`src/rtl/mipi_tx_pkg.sv`:
```
// mipi_tx_pkg: CSI-2 transmit constants, FSM state type, header ECC and two-byte CRC step.
package mipi_tx_pkg;

    localparam logic [5:0] DT_FS     = 6'h00;
    localparam logic [5:0] DT_FE     = 6'h01;
    localparam logic [5:0] DT_RAW8   = 6'h2A;
    localparam logic [7:0] SYNC_BYTE = 8'hB8;

    typedef enum logic [3:0] {
        ST_IDLE,
        ST_HS_ZERO,
        ST_SYNC,
        ST_HDR0,
        ST_HDR1,
        ST_PAYLOAD,
        ST_CRC,
        ST_TRAIL,
        ST_GAP
    } state_e;

    // Each parity bit is the XOR of the header bits selected by its mask; D = {WC, DI}.
    function automatic logic [7:0] calc_ecc(input logic [7:0] di, input logic [15:0] wc);
        logic [23:0] d;
        d = {wc, di};
        return {2'b00,
                ^(d & 24'hEFFC00),
                ^(d & 24'hDF03F0),
                ^(d & 24'hB8E38E),
                ^(d & 24'h749A6D),
                ^(d & 24'hF2555B),
                ^(d & 24'hF12CB7)};
    endfunction

    // Bit-serial reflected CRC-16 (0x8408): lane0 byte first, LSB first, then lane1 byte.
    function automatic logic [15:0] crc16_step(input logic [15:0] crc, input logic [15:0] data);
        logic [15:0] c;
        c = crc;
        for (int i = 0; i < 16; i++)
            c = (c[0] ^ data[i]) ? ((c >> 1) ^ 16'h8408) : (c >> 1);
        return c;
    endfunction

endpackage

```
`src/rtl/mipi_crc16.sv`:
```
// mipi_crc16: CRC-16 accumulator over one 16-bit lane beat per enabled cycle.
module mipi_crc16
    import mipi_tx_pkg::*;
(
    input  logic        clk_i,
    input  logic        rst_i,
    input  logic        clr_i,
    input  logic        en_i,
    input  logic [15:0] data_i,
    output logic [15:0] crc_o
);

    logic [15:0] crc_q;

    always_ff @(posedge clk_i) begin
        if (rst_i || clr_i) crc_q <= 16'hFFFF;
        else if (en_i)      crc_q <= crc16_step(crc_q, data_i);
    end

    assign crc_o = crc_q;

endmodule

```
`src/rtl/mipi_csi2_tx.sv`:
```
// mipi_csi2_tx: two-lane CSI-2 packet transmitter (FS/FE short packets, RAW8 lines).
// Define MIPI_TX_CRC_EN to compute the payload CRC; otherwise the CRC cycle sends 0x0000.
module mipi_csi2_tx
    import mipi_tx_pkg::*;
#(
    parameter logic [1:0] pVC         = 2'd0,
    parameter int         pLINE_BYTES = 640,
    parameter int         pHS_ZERO    = 4,
    parameter int         pTRAIL      = 2,
    parameter int         pGAP        = 8
) (
    input  logic        iCLK,
    input  logic        iRESET,
    input  logic        iFS,
    input  logic        iFE,
    input  logic [15:0] iDATA,
    input  logic        iVALID,
    output logic        oREADY,
    output logic [7:0]  oLANE0,
    output logic [7:0]  oLANE1,
    output logic        oHS_EN,
    output logic        oBUSY,
    output logic        oUNDERRUN
);

    localparam logic [15:0] HZ_END  = 16'(pHS_ZERO - 1);
    localparam logic [15:0] PL_END  = 16'(pLINE_BYTES / 2 - 1);
    localparam logic [15:0] TR_END  = 16'(pTRAIL - 1);
    localparam logic [15:0] GP_END  = 16'(pGAP - 1);
    localparam logic [15:0] WC_LINE = 16'(pLINE_BYTES);

    state_e      state_q, state_d;
    logic [15:0] cnt_q, cnt_d;
    logic        fs_q, fs_d, fe_q, fe_d;
    logic [7:0]  di_q, di_d;
    logic [15:0] wc_q, wc_d;
    logic [7:0]  lane0_q, lane0_d, lane1_q, lane1_d;
    logic        hs_q, hs_d, busy_q, busy_d, rdy_q, rdy_d, und_q, und_d;
    logic [15:0] beat, crc;

    // HS cannot stall: a missing beat goes out as zeros and still consumes its slot.
    assign beat = (rdy_q && iVALID) ? iDATA : 16'h0000;

    always_comb begin
        state_d = state_q;
        fs_d    = fs_q | iFS;
        fe_d    = fe_q | iFE;
        di_d    = di_q;
        wc_d    = wc_q;
        case (state_q)
            ST_IDLE: if (fs_q || iVALID || fe_q) begin
                state_d = ST_HS_ZERO;
                di_d    = {pVC, fs_q ? DT_FS : iVALID ? DT_RAW8 : DT_FE};
                wc_d    = (!fs_q && iVALID) ? WC_LINE : 16'h0000;
                fs_d    = iFS;
                fe_d    = iFE | (fe_q & (fs_q | iVALID));
            end
            ST_HS_ZERO: state_d = (cnt_q == HZ_END) ? ST_SYNC : ST_HS_ZERO;
            ST_SYNC:    state_d = ST_HDR0;
            ST_HDR0:    state_d = ST_HDR1;
            ST_HDR1:    state_d = (wc_q != 16'h0000) ? ST_PAYLOAD : ST_TRAIL;
            ST_PAYLOAD: state_d = (cnt_q == PL_END) ? ST_CRC : ST_PAYLOAD;
            ST_CRC:     state_d = ST_TRAIL;
            ST_TRAIL:   state_d = (cnt_q == TR_END) ? ST_GAP : ST_TRAIL;
            ST_GAP:     state_d = (cnt_q == GP_END) ? ST_IDLE : ST_GAP;
            default:    state_d = ST_IDLE;
        endcase
        cnt_d = (state_d == state_q) ? cnt_q + 16'd1 : 16'd0;
        // Outputs are registered from the next state so they line up with state_q.
        lane0_d = 8'h00;
        lane1_d = 8'h00;
        case (state_d)
            ST_SYNC: begin
                lane0_d = SYNC_BYTE;
                lane1_d = SYNC_BYTE;
            end
            ST_HDR0: begin
                lane0_d = di_q;
                lane1_d = wc_q[7:0];
            end
            ST_HDR1: begin
                lane0_d = wc_q[15:8];
                lane1_d = calc_ecc(di_q, wc_q);
            end
            ST_PAYLOAD: begin
                lane0_d = beat[7:0];
                lane1_d = beat[15:8];
            end
            ST_CRC: begin
                lane0_d = crc[7:0];
                lane1_d = crc[15:8];
            end
            ST_TRAIL: begin
                lane0_d = (state_q == ST_TRAIL) ? lane0_q : {8{~lane0_q[7]}};
                lane1_d = (state_q == ST_TRAIL) ? lane1_q : {8{~lane1_q[7]}};
            end
            default: begin
                lane0_d = 8'h00;
                lane1_d = 8'h00;
            end
        endcase
        hs_d   = (state_d != ST_IDLE) && (state_d != ST_GAP);
        busy_d = state_d != ST_IDLE;
        // Ready leads the payload lane slot by one cycle.
        rdy_d  = ((state_d == ST_HDR1) && (wc_q != 16'h0000)) ||
                 ((state_d == ST_PAYLOAD) && (cnt_d != PL_END));
        und_d  = (state_d == ST_PAYLOAD) && !iVALID;
    end

    always_ff @(posedge iCLK) begin
        if (iRESET) begin
            state_q <= ST_IDLE;
            cnt_q   <= 16'd0;
            fs_q    <= 1'b0;
            fe_q    <= 1'b0;
            di_q    <= 8'h00;
            wc_q    <= 16'h0000;
            lane0_q <= 8'h00;
            lane1_q <= 8'h00;
            hs_q    <= 1'b0;
            busy_q  <= 1'b0;
            rdy_q   <= 1'b0;
            und_q   <= 1'b0;
        end else begin
            state_q <= state_d;
            cnt_q   <= cnt_d;
            fs_q    <= fs_d;
            fe_q    <= fe_d;
            di_q    <= di_d;
            wc_q    <= wc_d;
            lane0_q <= lane0_d;
            lane1_q <= lane1_d;
            hs_q    <= hs_d;
            busy_q  <= busy_d;
            rdy_q   <= rdy_d;
            und_q   <= und_d;
        end
    end

`ifdef MIPI_TX_CRC_EN
    mipi_crc16 u_crc (
        .clk_i  (iCLK),
        .rst_i  (iRESET),
        .clr_i  (state_d == ST_HS_ZERO),
        .en_i   (state_d == ST_PAYLOAD),
        .data_i (beat),
        .crc_o  (crc)
    );
`else
    assign crc = 16'h0000;
`endif

    assign oREADY    = rdy_q;
    assign oLANE0    = lane0_q;
    assign oLANE1    = lane1_q;
    assign oHS_EN    = hs_q;
    assign oBUSY     = busy_q;
    assign oUNDERRUN = und_q;

endmodule

```
`config.mk`:
```
export PLATFORM = sky130hd
export DESIGN_NAME = mipi_csi2_tx
export DESIGN_NICKNAME = d
export VERILOG_FILES = /design/src/rtl/mipi_tx_pkg.sv /design/src/rtl/mipi_crc16.sv /design/src/rtl/mipi_csi2_tx.sv
export SDC_FILE = /design/constraint.sdc
export NUM_CORES = 1
export LEC_CHECK = 0
export ABC_CLOCK_PERIOD_IN_PS = 5500
export BUFFER_PORTS_ARGS = -buffer_cell sky130_fd_sc_hd__buf_4
export CAP_MARGIN = 25
export CORE_UTILIZATION = 56
export CTS_BUF_LIST = sky130_fd_sc_hd__clkbuf_8
export CTS_CLUSTER_DIAMETER = 60
export DETAILED_ROUTE_END_ITERATION = 7
export PLACE_DENSITY = 0.86
export REMOVE_ABC_BUFFERS = 1
export SLEW_MARGIN = 20
export SYNTH_ARGS = -nofsm -noshare
export SYNTH_HDL_FRONTEND = slang
export SYNTH_SLANG_ARGS = --single-unit
export TNS_END_PERCENT = 10
```
`constraint.sdc`:
```
create_clock -name iCLK -period 5.5 [get_ports iCLK]
set_input_delay 1.1 -clock iCLK [delete_from_list [all_inputs] [get_ports iCLK]]
set_output_delay 1.1 -clock iCLK [all_outputs]
set_load 0.02 [all_outputs]
```
== After elaboration in Yosys (flattened, before gate mapping) ==
Index checks and enable logic that the tools add are counted.
Word-level totals
  flip-flop bits (word level): 64
  output and inout bits: 20
  bits of input ports: 21
  logic and storage cells: 82
Operators by class
  equal/unequal tests: 21
  bitwise logic cells: 7
  $add $sub $neg: 1
  reduce and logical (&&, ||, !) cells: 21
  mux-type cells: 20
Operator list (count)
  $reduce_xor A24 Y1: 6
  $pmux W8 S5: 2
  $pmux W4 S9: 1
  $mux W16: 2
  $eq A4 B3 Y1 const B: 7
  $add A16 B1 Y16 const B: 1
  $eq A16 B1 Y1 const B: 1
  $eq A16 B2 Y1 const B: 1
  $eq A16 B3 Y1 const B: 1
  $eq A16 B9 Y1 const B: 1
  $eq A4 B2 Y1 const B: 4
  $mux W8: 2
  $ne A16 B9 Y1 const B: 1
  $reduce_bool A16 Y1: 1
  $mux W4: 3
  $mux W6: 2
  $mux W10: 1
  $logic_and A1 B1 Y1: 6
  $mux W2: 3
  $eq A4 B1 Y1 const B: 1
  $eq A4 B4 Y1: 1
  $eq A4 B4 Y1 const B: 1
  $logic_not A4 Y1: 1
  $mux W1: 4
  other kinds (9): 16

== Depth between registers and ports, before layout ==
Gate-level depths: netlist of the first run.
  depth after elaboration: 9
  mapped depth: 9
  mapped depth without buffers: 8

== Worst setup path before layout of the first run ==
No wires, ideal clock.
  path kind: in2reg
  start: in iVALID
  end: reg busy_q, in the netlist oBUSY
  data required time: 5.365 ns
  slack: 2.968 ns
  data arrival time: 2.397 ns
  path buffers: 0
  setup time: 0.135 ns
  stages on the path: 4
  path through: or2_2 o41ai_1 a41oi_1 or4_4
On the way
  cells in the longest elaborated chain, start to end: 5
Ends and longest elaborated chain
  from (decl): RTL line mipi_csi2_tx.sv:17  | input logic iVALID,
  $logic_or A1 B1 Y1 (2 in a row): RTL line mipi_csi2_tx.sv:51  | ST_IDLE: if (fs_q || iVALID || fe_q) begin
  $mux W4: RTL line mipi_csi2_tx.sv:51
  $pmux W4 S9: RTL line mipi_csi2_tx.sv:50  | case (state_q)
  $reduce_bool A4 Y1: RTL line mipi_csi2_tx.sv:103  | busy_d = state_d != ST_IDLE;
  to (signal assigned): RTL line mipi_csi2_tx.sv:134  | busy_q <= busy_d;
  to (decl): RTL line mipi_csi2_tx.sv:38  | logic hs_q, hs_d, busy_q, busy_d, rdy_q, rdy_d, und_q, und_d;
Every way passes these cells.
A chain may end at the register's enable or synchronous reset.

== Final worst setup path of the first run ==
  start: reg state_q[1]
  end: reg lane1_q[7], in the netlist oLANE1[7]
On the way
  cells in the longest elaborated chain, start to end: 4
  elaborated cells on any way between the ends: 18
  classes of those cells: eq/ne: 14; mux: 3; reduce/logical: 1
Ends and longest elaborated chain
  from (decl): RTL line mipi_csi2_tx.sv:32  | state_e state_q, state_d;
  from (signal assigned): RTL line mipi_csi2_tx.sv:125  | state_q <= state_d;
  $eq A4 B4 Y1 (tied with other cells): RTL line mipi_csi2_tx.sv:50
  $pmux W4 S9: RTL line mipi_csi2_tx.sv:50
  $eq A4 B3 Y1 / $eq A4 B2 Y1 (equally long branches): RTL line mipi_csi2_tx.sv:72  | case (state_d)
  $pmux W8 S5 / $ne A2 B2 Y1 (equally long branches)
  to (signal assigned): RTL line mipi_csi2_tx.sv:132  | lane1_q <= lane1_d;
  to (decl): RTL line mipi_csi2_tx.sv:37  | logic [7:0] lane0_q, lane0_d, lane1_q, lane1_d;
Parallel ways exist; a longest one is shown, timed or not.

==> run metrics, run 1 <==
1st-pass router iterations=4; CTS resizes=0; initial cell density of the core=0.586; Worst-path clk slew=0.08 ns; worst slew pin tran=0.943 ns; layout cells sized above 1=0.211; unrepaired setup endpoints after global routing=false; commonest cells after routing, fill and taps aside=dfxtp_1 (44), buf_4 (40), nor2_1 (34), nand2_1 (19), a32oi_1 (18); Die ar.=0.00448 sq mm; Critical Path Fanout Max=15; WL/cell=15.8 um; outcome=completed; CP max stage cell=nor2_1; Max Slew Vio Count=0; crit path launch type=flop; Mapped Avg Cell Area=8.49 sq um; Max-Slew Margin vs Limit=0.369; FF+latch count, synth=44; Final period util=0.482; hold depth=2; Vias=2247; GRT Total Usage=0.269; final wirelength=5670 um; EDFF count, synth=0; first-pass GRT wire length=9060 um; Req. time, crit path=5.72 ns; Die Ht=66.9 um; Worst R2R Start=state_q[1]$_SDFF_PP0_; Final Skew=0.00523 ns; final antenna-violating net count=0; row cnt=23; hold wc startpoint=oLANE1[3]$_SDFFE_PP0P_; most common cell after layout, fill and taps aside=dfxtp_1; Port Buffers=40; pin count of the biggest net entering global routing=18; Max Cap Viol=0; Post-synth ARST share=0; Nets=330; R2R cell count=5; pre-CTS WS=2.62 ns; clock net sink count=44; CTS Buf Count=5; PwrDens=218 mW/mm^2; flop2flop setup slack=2.85 ns; Seq/Total Area, Yosys=0.373; Remaining DRCs=0; Logic pwr share=0.085; Fillers=334; slowest cell delay on critical path=0.82 ns; sw frac=0.244; synth unique cells=56; root buffer cell=clkbuf_8; initial antenna violation count=0; core box area=0.00403 sq mm; Synth Cell Area=0.00236 sq mm; Clock Tree Buf Depth=2; ys flop type=dfxtp_1; worst setup margin=2.85 ns; Synth area leaders=dfxtp_1 (37%), a32oi_1 (6.7%), nor2_1 (5.4%); Final min period=2.65 ns; Critical Path AT=2.87 ns; Setup-failing EPs final=0; Ant. Diodes=0; Ports=41; Max Freq=377 MHz; CTS hold repair buffers=0; synth-to-layout area growth=15.9%; latest clock arrival within the worst-skew pair=0.30 ns; Worst Hold Endpoint=oLANE1[3]$_SDFFE_PP0P_; Max VDD drop=0.000172 V; Clk pwr share=0.356; Seq pwr share=0.559; largest area contributor in the netlist=dfxtp_1; Yosys top cell area share=0.373; Synthesis Warnings=0; NetSw=145 uW; post-CTS setup buffer count=0; worst-path cell chain=and2_1 -> nand3_1 -> nor2_1 -> a21boi_0 -> a32oi_1; Die Wd=66.9 um; H-tree depth reported by CTS=2; Hold WC Path Type=flop to flop; CTS tree=yes; Remaining Overflow, GRT=0; DR vias/cell=6.28; Setup crit end kind=flop; Leak Pwr=0.000959 uW; final setup TNS=0 ns; Final Hold Violating Endpoints=0; detailed placement HPWL=4010 um; critical path type=flop to flop; DR iter-0 viols=161; global placement routability congestion=0.850; cells after synthesis=278; vias in the first global route=1983; cell internal pwr=449 uW; reg2reg end=oLANE1[7]$_SDFFE_PP0P_
[flip-flops by register name, summed over array words and instances (netlist names)]
signal     flops
oBUSY          1
wc_q           1
fe_q           1
oLANE0         8
state_q        4
oHS_EN         1
di_q           1
oUNDERRUN      1
cnt_q         16
oREADY         1
oLANE1         8
fs_q           1
[cells by family (layout without fill, tap and decap cells)]
family / Yosys count / in the layout / synth area share
AO/OA/AOI/OAI: 67 / 67 / 0.201
XOR/XNOR: 15 / 15 / 0.0557
adder cells (fa/ha/maj): 2 / 2 / 0.0106
buffers and inverters: 22 / 52 / 0.0414
flip-flops: 44 / 44 / 0.373
multiplexers: 2 / 2 / 0.00848
AND/OR/NAND/NOR: 126 / 126 / 0.309
[cell type report]
| class | count | area, sq um | share of cell area |
|---|---|---|---|
| Multi-Input combinational cell | 212 | 1380 | 0.505 |
| Sequential cell | 44 | 881 | 0.322 |
| Timing Repair Buffer | 40 | 300 | 0.110 |
| Clock buffer | 6 | 82.6 | 0.0302 |
| Tap cell | 50 | 62.6 | 0.0229 |
| Inverter | 4 | 15.0 | 0.00549 |
| Clock inverter | 2 | 11.3 | 0.00412 |
[synthesized netlist by cell type (3+ instances only)]
| library cell | count |
|---|---|
| a211oi_1 | 3 |
| a21oi_1 | 8 |
| a311oi_1 | 3 |
| a32oi_1 | 18 |
| a41oi_1 | 3 |
| and2_1 | 3 |
| buf_2 | 4 |
| clkbuf_1 | 10 |
| dfxtp_1 | 44 |
| inv_1 | 4 |
| nand2_1 | 19 |
| nand3_1 | 12 |
| nand4_1 | 5 |
| nor2_1 | 34 |
| nor2b_1 | 3 |
| nor3_1 | 13 |
| nor4_1 | 5 |
| nor4_2 | 3 |
| o21ai_0 | 17 |
| or2_2 | 5 |
| xnor2_1 | 7 |
| xor2_1 | 8 |
[critical path: cells and delay by family, from the launching register on]
kind | cells | cell delay, ns
and+or+nand+nor | 3 | 1.52
AOI/OAI and AO/OA | 2 | 0.44
DFF | 1 | 0.60
[through the flow]
step	std cells	instance area [sq um]	total power [uW]	utilization	hold WS [ns]
after floorplan	260	2280	366	-	0.445
after global routing	358	2730	614	0.679	0.504
after CTS	358	2730	594	0.679	0.471
after global placement	350	2640	389	0.655	0.444
final	358	2730	595	0.679	0.470
after detailed placement	350	2640	390	0.655	0.459
[worst max-delay path by stage]
stage	slack [ns]	depth (start not counted)	endpoint	from
after floorplan	2.97	4	oBUSY$_SDFF_PP0_	iVALID
after global placement	2.71	6	cnt_q[4]$_SDFF_PP0_	iVALID
after detailed placement	2.62	6	cnt_q[9]$_SDFF_PP0_	iVALID
after CTS	2.91	5	oLANE1[7]$_SDFFE_PP0P_	state_q[1]$_SDFF_PP0_
after global routing	2.66	5	oLANE1[3]$_SDFFE_PP0P_	state_q[1]$_SDFF_PP0_
final	2.85	5	oLANE1[7]$_SDFFE_PP0P_	state_q[1]$_SDFF_PP0_
[power by group through the flow]
stage / Sequential (uW) / Combinational [uW] / Clock [uW]
after floorplan: 340 / 26.3 / 0
after global placement: 339 / 49.5 / 0
after detailed placement: 340 / 50.3 / 0
after CTS: 332 / 50.5 / 211
after global routing: 333 / 55.8 / 225
final: 332 / 50.7 / 212
[layer usage]
metal	wire (um)	vias up	global-route usage
met5	0	-	0
met4	102	0	0.120
met3	375	12	0.0599
met2	2680	91	0.402
met1	2510	1045	0.366
li1	-	1099	-
Power figures use the tool's default switching activity.
==> run 2, diff against run 1 <==
Settings changed: ABC_AREA set to 1, ABC_CLOCK_PERIOD_IN_PS 5500 to 2200, CORE_UTILIZATION 56 to 53, PLACE_DENSITY 0.86 to 0.84.
Clock period 5.5 ns to 2.2 ns, I/O delays scaled along.
==> run 2 against run 1 <==
Against the previous run: critical path depth is 8 higher; area after synthesis is 8.7% higher; clock power up 130%; largest cell class unchanged.
==> run metrics, run 2 <==
Yosys top cell area share=0.343 (was 0.373); H-tree depth reported by CTS=2 (unchanged); count leader, synth=nand2_1 (was dfxtp_1); final antenna-violating net count=0 (unchanged); Seq/Total Area, Yosys=0.343 (was 0.373); Synth Cell Area=0.00256 sq mm (was 0.00236 sq mm); Worst-path clk slew=0.08 ns (about the same); Post-synth ARST share=0 (unchanged); Vias=2574 (was 2247); Die Wd=71.6 um (was 66.9 um); Reg with most FFs=cnt_q (unchanged); Hold WC Path Type=input port to flop (was flop to flop); root buffer cell=clkbuf_8 (unchanged); first-pass GRT wire length=10100 um (was 9060 um); M1 wire length=2760 um (was 2510 um); GRT Total Usage=0.251 (was 0.269); Max Slew Vio Count=0 (unchanged); CTS tree=yes (unchanged); Setup crit end kind=flop (unchanged); EDFF count, synth=0 (unchanged); FF+latch count, synth=44 (unchanged); detailed placement HPWL=4700 um (was 4010 um); CTS hold repair buffers=0 (unchanged); final wirelength=6200 um (was 5670 um); met3 wire len=455 um (was 375 um); core box area=0.00450 sq mm (was 0.00403 sq mm); CTS resizes=1 (was 0); most common cell after layout, fill and taps aside=nand2_1 (was dfxtp_1); PwrDens=493 mW/mm^2 (was 218 mW/mm^2); crit path launch type=flop (unchanged); Final Hold Violating Endpoints=0 (unchanged); Remaining Overflow, GRT=0 (unchanged); Max Freq=483 MHz (was 377 MHz); initial antenna violation count=0 (unchanged); Port Buffers=40 (unchanged); DR iter-0 viols=239 (was 161); Synth area leaders=dfxtp_1 (34%), nand2_1 (18%), nor2_1 (8.6%) (was dfxtp_1 (37%), a32oi_1 (6.7%), nor2_1 (5.4%)); Setup-failing EPs final=0 (unchanged); max reg flops=16 (unchanged); row cnt=24 (was 23); synth unique cells=32 (was 56); met2 routed WL=2810 um (was 2680 um); Remaining DRCs=0 (unchanged); layout cells sized above 1=0.214 (was 0.211); global placement routability congestion=0.959 (was 0.850); final setup TNS=0 ns (unchanged); initial cell density of the core=0.569 (was 0.586); Max-Slew Margin vs Limit=0.697 (was 0.369); Max VDD drop=0.000339 V (was 0.000172 V); Final Skew=0.00970 ns (was 0.00523 ns); Synth top cells by count=nand2_1 (121), nor2_1 (59), dfxtp_1 (44), inv_1 (41), nand3_1 (33) (was dfxtp_1 (44), nor2_1 (34), nand2_1 (19), a32oi_1 (18), o21ai_0 (17)); DR vias/cell=5.24 (was 6.28); Final period util=0.940 (was 0.482); Fillers=408 (was 334); Leak Pwr=0.00137 uW (was 0.000959 uW); unrepaired setup endpoints after global routing=true (was false); WL/cell=12.6 um (was 15.8 um); uppermost layer routed=met4 (unchanged); Nets=462 (was 330); largest area contributor in the netlist=dfxtp_1 (unchanged); clock net sink count=44 (unchanged); vias in the first global route=2381 (was 1983); post-CTS setup buffer count=0 (unchanged); Die ar.=0.00512 sq mm (was 0.00448 sq mm); CTS Buf Count=5 (unchanged); Synthesis Warnings=0 (unchanged); cells after synthesis=393 (was 278); Critical Path AT=2.31 ns (was 2.87 ns); Max Cap Viol=0 (unchanged); Final min period=2.07 ns (was 2.65 ns); Ports=41 (unchanged); 1st-pass router iterations=6 (was 4); Mapped Avg Cell Area=6.53 sq um (was 8.49 sq um); worst slew pin tran=0.453 ns (was 0.943 ns); Ant. Diodes=0 (unchanged); latest clock arrival within the worst-skew pair=0.30 ns (about the same); ys flop type=dfxtp_1 (unchanged); Fin Hold WS=0.353 ns (was 0.470 ns); Req. time, crit path=2.44 ns (was 5.72 ns); Critical Path Fanout Max=19 (was 15); commonest cells after routing, fill and taps aside=nand2_1 (120), nor2_1 (56), buf_4 (48), inv_1 (42), dfxtp_1 (42) (was dfxtp_1 (44), buf_4 (40), nor2_1 (34), nand2_1 (19), a32oi_1 (18)); outcome=completed (unchanged); Clock Tree Buf Depth=2 (unchanged); Die Ht=71.6 um (was 66.9 um); synth-to-layout area growth=19.1% (was 15.9%); critical path type=flop to flop (unchanged); pin count of the biggest net entering global routing=20 (was 18)
==> run 2: area by class of cell <==
class / count / area, sq um / share of cell area
clock inverter: 2 / 8.76 / 0.00287
clock buffer: 5 / 68.8 / 0.0225
tap: 52 / 65.1 / 0.0213
inverter: 44 / 166 / 0.0545
multi-input combinational: 295 / 1480 / 0.485
timing repair buffer: 49 / 380 / 0.125
sequential: 44 / 883 / 0.289
==> run 2: metal layers <==
metal	global-route usage	vias up
met1	0.319	1140
met4	0.124	0
met5	0	-
met2	0.405	94
met3	0.0534	19
li1	-	1321
==> run 2: stage by stage <==
stage	setup slack, ns	instance area (sq um)	power (uW)	cells	util
3_5_place_dp	0.0447	2940	1040	484	0.652
2_1_floorplan	-0.106	2490	949	383	-
4_1_cts	0.0285	3020	1510	491	0.670
5_1_grt	-0.0256	3050	1570	491	0.678
6_report	0.131	3050	1510	491	0.678
3_3_place_gp	0.0947	2940	1030	484	0.652
==> run 2: path summary, 6_finish.rpt <==
path,from,to,slack (ns),cells after the start
worst max-delay path,cnt_q[6]$_SDFF_PP0_,cnt_q[4]$_SDFF_PP0_,0.13,13
worst min-delay path,iFE,fe_q$_SDFF_PP0_,0.35,3
worst max register to register,cnt_q[6]$_SDFF_PP0_,cnt_q[4]$_SDFF_PP0_,0.13,13
worst min register to register,oLANE0[2]$_SDFFE_PP0P_,oLANE0[2]$_SDFFE_PP0P_,0.47,2
==> run 2: kinds of logic after synthesis <==
family | count (synthesis) | share of synthesized area
xor gates and xnor gates | 7 | 0.0239
buffers and inverters | 54 | 0.0932
adders and majority gates | 2 | 0.00975
AOI/OAI and AO/OA | 33 | 0.0673
and+or+nand+nor | 253 | 0.462
DFF | 44 | 0.343
==> run 2: critical path, cell delays in order, from the launching register on <==
cell and delay [ns]:
dfxtp_1 0.36, nor2_1 0.19, nand2_2 0.12, nor2_4 0.13, nand2_4 0.09, nand2_8 0.14, nand2_4 0.06, clkinv_2 0.06
nand2_4 0.06, nand2_2 0.07, nand3_2 0.07, or3_1 0.36, buf_12 0.19, nor2_4 0.08
==> run 2: power breakdown <==
part	switching (uW)	leakage, uW	internal [uW]
Sequential	14.6	0.000357	813
Combinational	112	0.000969	82.3
Clock	273	0.0000452	212
Total	400	0.00137	1110
